### config.mk
export PLATFORM = sky130hd
export DESIGN_NAME = dips_debounce
export DESIGN_NICKNAME = d
export VERILOG_FILES = /design/src/rtl/dips_pkg.sv /design/src/rtl/dips_event_fifo.sv /design/src/rtl/dips_debounce.sv
export SDC_FILE = /design/constraint.sdc
export NUM_CORES = 1
export LEC_CHECK = 0
export CAP_MARGIN = 0
export CORE_ASPECT_RATIO = 0.5
export CORE_UTILIZATION = 42
export CTS_CLUSTER_SIZE = 30
export DETAILED_ROUTE_END_ITERATION = 12
export PLACE_DENSITY = 0.58
export SETUP_SLACK_MARGIN = 0.05
export SYNTH_ARGS = -nofsm -noshare
export SYNTH_HDL_FRONTEND = slang
export SYNTH_SLANG_ARGS = --single-unit
export TNS_END_PERCENT = 100
### constraint.sdc
create_clock -name ACLK -period 2.8 [get_ports ACLK]
set_input_delay 0.56 -clock ACLK [delete_from_list [all_inputs] [get_ports ACLK]]
set_output_delay 0.56 -clock ACLK [all_outputs]
set_load 0.005 [all_outputs]
### src/rtl/dips_pkg.sv
// Shared defaults and the event record for the DIP switch debouncer.
// The record pairs the new debounced levels with the mask of bits that toggled.
package dips_pkg;
  localparam int DIP_WIDTH_DEF       = 8;
  localparam int DEBOUNCE_CYCLES_DEF = 16;
  localparam int FIFO_DEPTH_DEF      = 4;

  typedef struct packed {
    logic [DIP_WIDTH_DEF-1:0] state;
    logic [DIP_WIDTH_DEF-1:0] changed;
  } dip_ev_t;
endpackage

### src/rtl/dips_event_fifo.sv
// Event FIFO, any packed type: a write is visible at rd_vld one edge later, never same-cycle.
// Under backpressure the head holds; a write into a full FIFO without a same-cycle read is dropped and pulses drop.
module dips_event_fifo #(
  parameter int  DEPTH = 4,
  parameter type T     = logic [15:0]
) (
  input  logic ACLK,
  input  logic ARESETN,
  input  logic wr_vld,
  input  T     wr_dat,
  input  logic rd_rdy,
  output logic rd_vld,
  output T     rd_dat,
  output logic drop
);
  localparam int AW = $clog2(DEPTH);
  localparam logic [AW:0] PTR_ONE = 1;

  logic [AW:0] wr_ptr, rd_ptr;
  T            mem [DEPTH];
  logic        empty, full, do_rd, do_wr;

  // The extra MSB on each pointer separates full from empty when the indices match.
  assign empty  = (wr_ptr == rd_ptr);
  assign full   = (wr_ptr[AW] != rd_ptr[AW]) && (wr_ptr[AW-1:0] == rd_ptr[AW-1:0]);
  assign do_rd  = rd_rdy && !empty;
  assign do_wr  = wr_vld && (!full || do_rd);
  assign drop   = wr_vld && full && !do_rd;
  assign rd_vld = !empty;

  always_ff @(posedge ACLK or negedge ARESETN) begin
    if (!ARESETN) begin
      wr_ptr <= '0;
      rd_ptr <= '0;
    end else begin
      if (do_wr) wr_ptr <= wr_ptr + PTR_ONE;
      if (do_rd) rd_ptr <= rd_ptr + PTR_ONE;
    end
  end

  always_ff @(posedge ACLK) begin
    if (do_wr) mem[wr_ptr[AW-1:0]] <= wr_dat;
  end

  always_comb begin
    rd_dat = '0;
    if (!empty) rd_dat = mem[rd_ptr[AW-1:0]];
  end
endmodule

### src/rtl/dips_debounce.sv
// DIP switch debouncer: stable_state follows a steady dip_in level 2+DEBOUNCE_CYCLES edges after it is first sampled.
// Each update is queued as one event; ev_valid/ev_ready handshake, events arriving at a full FIFO are dropped and flag overflow.
module dips_debounce
  import dips_pkg::*;
#(
  parameter int DIP_WIDTH       = DIP_WIDTH_DEF,
  parameter int DEBOUNCE_CYCLES = DEBOUNCE_CYCLES_DEF,
  parameter int FIFO_DEPTH      = FIFO_DEPTH_DEF
) (
  input  logic                 ACLK,
  input  logic                 ARESETN,
  input  logic [DIP_WIDTH-1:0] dip_in,
  output logic [DIP_WIDTH-1:0] stable_state,
  output logic                 ev_valid,
  input  logic                 ev_ready,
  output logic [DIP_WIDTH-1:0] ev_state,
  output logic [DIP_WIDTH-1:0] ev_changed,
  output logic                 overflow,
  input  logic                 ovf_clr
);
  localparam int            CW       = $clog2(DEBOUNCE_CYCLES);
  localparam logic [CW-1:0] CNT_LAST = CW'(DEBOUNCE_CYCLES - 1);
  localparam logic [CW-1:0] CNT_ONE  = 1;

  // Same layout as dip_ev_t, sized to this instance's DIP_WIDTH.
  typedef struct packed {
    logic [DIP_WIDTH-1:0] state;
    logic [DIP_WIDTH-1:0] changed;
  } ev_t;

  logic [DIP_WIDTH-1:0] sync1, sync2, diff, tog;
  logic [CW-1:0]        cnt [DIP_WIDTH];
  ev_t                  push_ev, head_ev;
  logic                 push, drop;

  always_ff @(posedge ACLK or negedge ARESETN) begin
    if (!ARESETN) begin
      sync1 <= '0;
      sync2 <= '0;
    end else begin
      sync1 <= dip_in;
      sync2 <= sync1;
    end
  end

  assign diff = sync2 ^ stable_state;

  always_comb begin
    tog = '0;
    for (int i = 0; i < DIP_WIDTH; i++) begin
      tog[i] = diff[i] && (cnt[i] == CNT_LAST);
    end
  end

  always_ff @(posedge ACLK or negedge ARESETN) begin
    if (!ARESETN) begin
      stable_state <= '0;
      for (int i = 0; i < DIP_WIDTH; i++) cnt[i] <= '0;
    end else begin
      stable_state <= stable_state ^ tog;
      for (int i = 0; i < DIP_WIDTH; i++) begin
        cnt[i] <= (diff[i] && !tog[i]) ? cnt[i] + CNT_ONE : '0;
      end
    end
  end

  // The event carries the post-toggle levels so it matches stable_state after this edge.
  assign push = |tog;
  always_comb begin
    push_ev.state   = stable_state ^ tog;
    push_ev.changed = tog;
  end

  dips_event_fifo #(
    .DEPTH (FIFO_DEPTH),
    .T     (ev_t)
  ) u_fifo (
    .ACLK    (ACLK),
    .ARESETN (ARESETN),
    .wr_vld  (push),
    .wr_dat  (push_ev),
    .rd_rdy  (ev_ready),
    .rd_vld  (ev_valid),
    .rd_dat  (head_ev),
    .drop    (drop)
  );

  assign ev_state   = head_ev.state;
  assign ev_changed = head_ev.changed;

  // A drop in the same cycle as ovf_clr wins so no overflow is ever lost.
  always_ff @(posedge ACLK or negedge ARESETN) begin
    if (!ARESETN) overflow <= 1'b0;
    else          overflow <= drop | (overflow & ~ovf_clr);
  end
endmodule

**Word level (Yosys, flattened, before mapping)**

Memory sizes are Yosys's and may differ from the RTL's.
Index checks and enable logic that the tools add are counted.

- Bits in registers: 63
- Memory bits (writable): 64
- Output and inout port bits: 26
- Logic and storage cells: 86
- Memories kept: 1

- $add $sub $neg: 10
- Eq/ne operators: 11
- Multiplexer cells: 11
- Bitwise logic cells: 5
- Reduce and logical (&&, ||, !) cells: 34

Memory list:

| memory | words | bits a word | read ports | clocked after Yosys merged registers in | wr ports | RTL line | source |
|---|---|---|---|---|---|---|---|
| u_fifo.mem | 4 | 16 | 1 | 0 | 1 | dips_event_fifo.sv:20 | `T mem [DEPTH];` |

Operators with widths:

| cell | count |
|---|---|
| adder 4 x 1 -> 4 bit, second input constant | 8 |
| == test 4 bit, second input constant | 8 |
| 2-to-1 mux 4 bit | 8 |
| logical AND 1 bit | 21 |
| 2-to-1 mux 16 bit | 1 |
| bitwise XOR 8 bit | 2 |
| logical NOT 1 bit | 11 |
| OR reduction 8 bit | 1 |
| adder 3 x 1 -> 3 bit, second input constant | 2 |
| == test 3 bit | 1 |
| == test 2 bit | 1 |
| 2-to-1 mux 1 bit | 2 |
| bitwise AND 1 bit | 1 |
| logical OR 1 bit | 1 |
| != test 1 bit | 1 |
| NOT 1 bit | 1 |
| bitwise OR 1 bit | 1 |

**Depth between registers and ports, before layout**

- Depth after elaboration: 7
- Gate-level depth with buffers: 6
- Mapped depth without buffers: 6

**Modules after synthesis**

A second synthesis with hierarchy kept.

- Cell total of the unflattened synthesis: 316
- Area, all modules: 5,034.8 um^2

By module, submodules not included:

| module | instances | cells an instance | area an instance (um^2) |
|---|---|---|---|
| dips_event_fifo | 1 | 140 | 2,846.5 |
| dips_debounce | 1 | 176 | 2,188.3 |

**Worst setup path after synthesis**

Ideal clock, no wire load.

- Kind: reg2reg
- Start point: register cnt[28] (netlist bit)
- End point: memory u_fifo.mem[3][0] (netlist bit), enable pin
- Setup time: 0.391 ns
- Arrival time: 1.803 ns
- Data required time: 2.409 ns
- Setup slack: 0.605 ns
- Cell stages (with the launch flop): 6
- Buffers on the path: 0
- Clock period less this slack: 2.195 ns
- Cell sequence: dfrtp_1 ha_1 nand3_1 o22ai_1 nor4_4 nor2_1

- Longest elaborated chain between the ends: 6

Ends and longest elaborated chain:

| item | RTL line | source |
|---|---|---|
| start: declaration | dips_debounce.sv:32 | `logic [CW-1:0] cnt [DIP_WIDTH];` |
| start signal: indexed assignment | dips_debounce.sv:62 | `cnt[i] <= (diff[i] && !tog[i]) ? cnt[i] + CNT_ONE : '0;` |
| == test 4 bit | dips_debounce.sv:51 | `tog[i] = diff[i] && (cnt[i] == CNT_LAST);` |
| logical AND 1 bit | dips_debounce.sv:51 |  |
| OR reduction 8 bit | dips_debounce.sv:68 | `assign push = \|tog;` |
| logical AND 1 bit | dips_event_fifo.sv:27 | `assign do_wr = wr_vld && (!full \|\| do_rd);` |
| 2-to-1 mux 1 bit | dips_event_fifo.sv:42 | `if (do_wr) mem[wr_ptr[AW-1:0]] <= wr_dat;` |
| 2-to-1 mux 1 bit (not written as such) | dips_event_fifo.sv:42 |  |
| end: declaration | dips_event_fifo.sv:20 |  |

Every way passes these cells.

**Final worst setup path**

- Start point: register u_fifo.rd_ptr[0]
- End point: output port ev_changed[3]

- Longest elaborated chain between the ends: 2
- Elaborated cells on any way between the ends: 3

Ends and longest elaborated chain:

| item | RTL line | source |
|---|---|---|
| start: declaration | dips_event_fifo.sv:19 | `logic [AW:0] wr_ptr, rd_ptr;` |
| start signal: assignment | dips_event_fifo.sv:37 | `if (do_rd) rd_ptr <= rd_ptr + PTR_ONE;` |
| memory read (4 x 16 bit) or == test 3 bit (tied branches) | - |  |
| 2-to-1 mux 16 bit (*) | dips_event_fifo.sv:47 | `if (!empty) rd_dat = mem[rd_ptr[AW-1:0]];` |
| end: declaration | dips_debounce.sv:17 | `output logic [DIP_WIDTH-1:0] ev_changed,` |

Mark *: on every way between the ends. The rest lies on a longest branch, timed or not.

==> key figures <==
Critical path
  • Critical Path Fanout Max: 6
  • Worst EP required: 2.24 ns
  • Slowest stage delay, CP: 0.52 ns
  • Internal reg-to-reg setup slack: 0.53 ns
  • Slowest cell on crit path: clkdlybuf4s50_1
  • CP bufs+invs: 3
  • Ordered list of cells on the worst path: buf_4, xnor2_4, nand2_2, nor2_4, buf_6, nor2b_1, clkdlybuf4s50_1
  • Critical Path Start Type: register
  • Family with the most delay on the worst path: buffers and inverters
  • Crit end category: primary output
  • CP Class: register to primary output
  • Worst path arrival time: 2.12 ns

Logic synthesis
  • Cell area after synthesis: 5050 um^2
  • Synth cell types: 29
  • Post-synthesis mux area share: 9.44%
  • Post-synthesis sequential area ratio: 69.3%
  • Adder-cell area share of the yosys netlist: 3.22%
  • YS warnings: 0
  • FF+latch count, synth: 127
  • Post-Synthesis Cells: 312
  • Net Count, Synth: 337
  • Mapped Avg Cell Area: 16.2 um^2
  • Synth Area in XOR/XNOR: 6.27%
  • Main combinational cell family by area after synthesis: multiplexers
  • Synth Area in Compound Gates: 1.76%
  • Simple-gate area share of the yosys netlist: 8.55%

Timing
  • Worst slew pin tran: 0.681 ns
  • Final Skew: 0.00997 ns
  • Fin crit share: 95.9%
  • Max-slew violation count: 0
  • Slew HR: 54.6%
  • Setup-failing EPs final: 0
  • Min Clock Period, post-route: 2.68 ns
  • Post-route setup TNS: 0 ns
  • Unrepaired setup endpoints after global routing: yes
  • WHS: 0.183 ns
  • Fmax: 372 MHz
  • Hold Fails Final Rpt: 0

Clocking
  • CTS root buffer: clkbuf_16
  • CTS tree: yes
  • Max Root-Sink Buffers: 2
  • CTS buffer count: 17
  • CTS Hold Bufs: 0
  • Clock slew at reported path FFs: 0.06 ns
  • Clk Latency, worst-skew pair: 0.42 ns
  • CTS H-tree depth: 4
  • TritonCTS Sinks: 127

Global routing
  • Vias in the first global route: 2,949
  • Largest net degree at the start of global routing: 35
  • Gr ovfl total: 0
  • Total GRT Usage: 17.0%
  • Antenna violations before repair: 0
  • First-pass GRT wire length: 15.2 mm

Pwr
  • Static Leak: 2.81 nW
  • Comb pwr share: 13.3%
  • Clock power share: 44.1%
  • Sw Share: 24.6%
  • NetSw: 1.20 mW
  • Worst-case vdd ir drop: 0.413 mV
  • PD cells: 762 nW/um^2
  • Design Power: 4.86 mW
  • Int Pwr: 3.66 mW
  • Sequential share of power: 42.7%

Run
  • # Max-Cap Violations: 0

Finish
  • Layout cells sized above 1: 20.0%
  • Area delta synth->final: 26.3%
  • ANT cells: 0
  • Nets@finish: 407
  • Fill cells: 907

Route
  • DR vias: 2,700
  • Drt drc: 0
  • Number of detailed-route iterations in the first pass: 4
  • DR WL/cell: 16.3 um
  • Antenna viol nets, final: 0
  • Vias per cell: 4.87
  • Total routed wirelength: 9.06 mm
  • DRT iter0 DRCs: 193

Placed design
  • Placer Congestion: 0.687
  • PortBufs: 37
  • Dpl hpwl: 6.12 mm

Floorplan
  • Num rows: 27
  • Die Wd: 157 um
  • Die height: 79.5 um
  • I/O Pins: 38
  • Die ar.: 12,500 um^2
  • Starting density of the core: 44.5%
  • Core footprint: 11,400 um^2

Run status
  • Outcome: complete, no violations

Min path
  • Worst Hold Class: primary input to asynchronous set/reset pin
## cell families after synthesis
family,Yosys count
compound gates,10
xor+xnor,31
fa+ha+maj,13
buf+inv,18
mux,26
simple gates,87
flops,127
## layer usage
metal  GRT usage [%]  vias to the layer above  share of wire (%)
met5               0                        -                  0
met2            26.5                       43                 47
li1                -                     1260                  -
met4            8.16                        0                1.6
met3            4.72                       15                3.2
met1            22.2                     1382                 48
## what timing repair did
item,4_1_cts,5_1_grt
pin swaps,1,2
cloned,1,0
setup endpoints to repair,14,16
setup buffers,1,1
resized for setup,8,7
## final timing paths
check	startpoint	to	cells past startpoint
worst max-delay path	u_fifo.rd_ptr[0]	ev_changed[3]	7
worst min-delay path	ARESETN	sync1[4]	1
worst max register to register	cnt[28]	u_fifo.mem[1][9]	7
worst min register to register	sync1[2]	sync2[2]	0
max in group asynchronous	ARESETN	u_fifo.rd_ptr[2]	2
min in group ACLK	sync1[2]	sync2[2]	0
## area by class of cell
| type | instances | area, um^2 | share of cell area, % |
|---|---|---|---|
| sequential | 127 | 3500 | 54.8 |
| multi-input combinational | 167 | 1500 | 23.4 |
| timing repair buffer | 56 | 554 | 8.69 |
| clock buffer | 20 | 447 | 7.00 |
| tap | 159 | 199 | 3.12 |
| clock inverter | 12 | 136 | 2.14 |
| inverter | 13 | 48.8 | 0.765 |
## power groups by stage
stage                     Sequential [mW]  Combinational, mW  Clock [mW]
after global placement               2.10              0.564           0
after floorplan                      2.08              0.399           0
after CTS                            2.08              0.643        2.19
after global routing                 2.08              0.706        2.28
final                                2.08              0.645        2.14
after detailed placement             2.11              0.569           0
## synth_stat cells, drive strengths merged
| library cell | instances | area share, % |
|---|---|---|
| edfxtp | 64 | 38 |
| ha | 13 | 3.2 |
| and2 | 3 | 0.37 |
| inv | 13 | 0.97 |
| mux4 | 16 | 7.1 |
| buf | 5 | 0.52 |
| nor2b | 16 | 2.0 |
| nor4 | 1 | 0.42 |
| o211ai | 1 | 0.15 |
| nand2 | 2 | 0.15 |
| o22ai | 5 | 0.62 |
| xnor2 | 21 | 4.5 |
| dfrtp | 63 | 31 |
| nand2b | 6 | 0.74 |
| a31o | 2 | 0.35 |
| o21ai | 1 | 0.099 |
| a41oi | 1 | 0.55 |
| nand4 | 1 | 0.12 |
| nand3 | 16 | 1.6 |
| xor2 | 10 | 1.7 |
| mux2 | 10 | 2.3 |
| nor2 | 42 | 3.2 |
## flip-flops by register name (all words and copies together), names as in the netlist
name and flops:
sync1 8, overflow 1, u_fifo.wr_ptr 3, u_fifo.mem 64, u_fifo.rd_ptr 3, sync2 8
stable_state 8, cnt 32
## metrics by stage
step	cell area [um^2]	util [%]	worst slack (ns)	std cells
floorplan	5050	-	0.605	312
global placement	5720	50.4	0.392	519
detailed placement	5720	50.4	0.397	519
CTS	6350	56.0	0.0515	553
global route	6380	56.2	0.0469	554
finish	6380	56.2	0.115	554
## layout by cell type (no fill, tap or decap), types with 3 or more instances in the layout
cell type	Yosys	routed
edfxtp_1	64	64
dfrtp_1	63	63
nor2_1	41	41
clkdlybuf4s50_1	0	30
clkbuf_16	0	17
mux4_2	16	16
nor2b_1	16	16
nand3_1	16	16
xnor2_1	15	15
buf_4	1	14
ha_1	13	13
inv_1	12	12
xor2_1	10	10
mux2_1	7	7
nand2b_1	6	6
dlymetal6s2s_1	0	6
xnor2_2	6	5
o22ai_1	5	5
clkinv_4	0	5
and2_1	3	3
buf_6	0	3
Power figures use the tool's default switching activity.
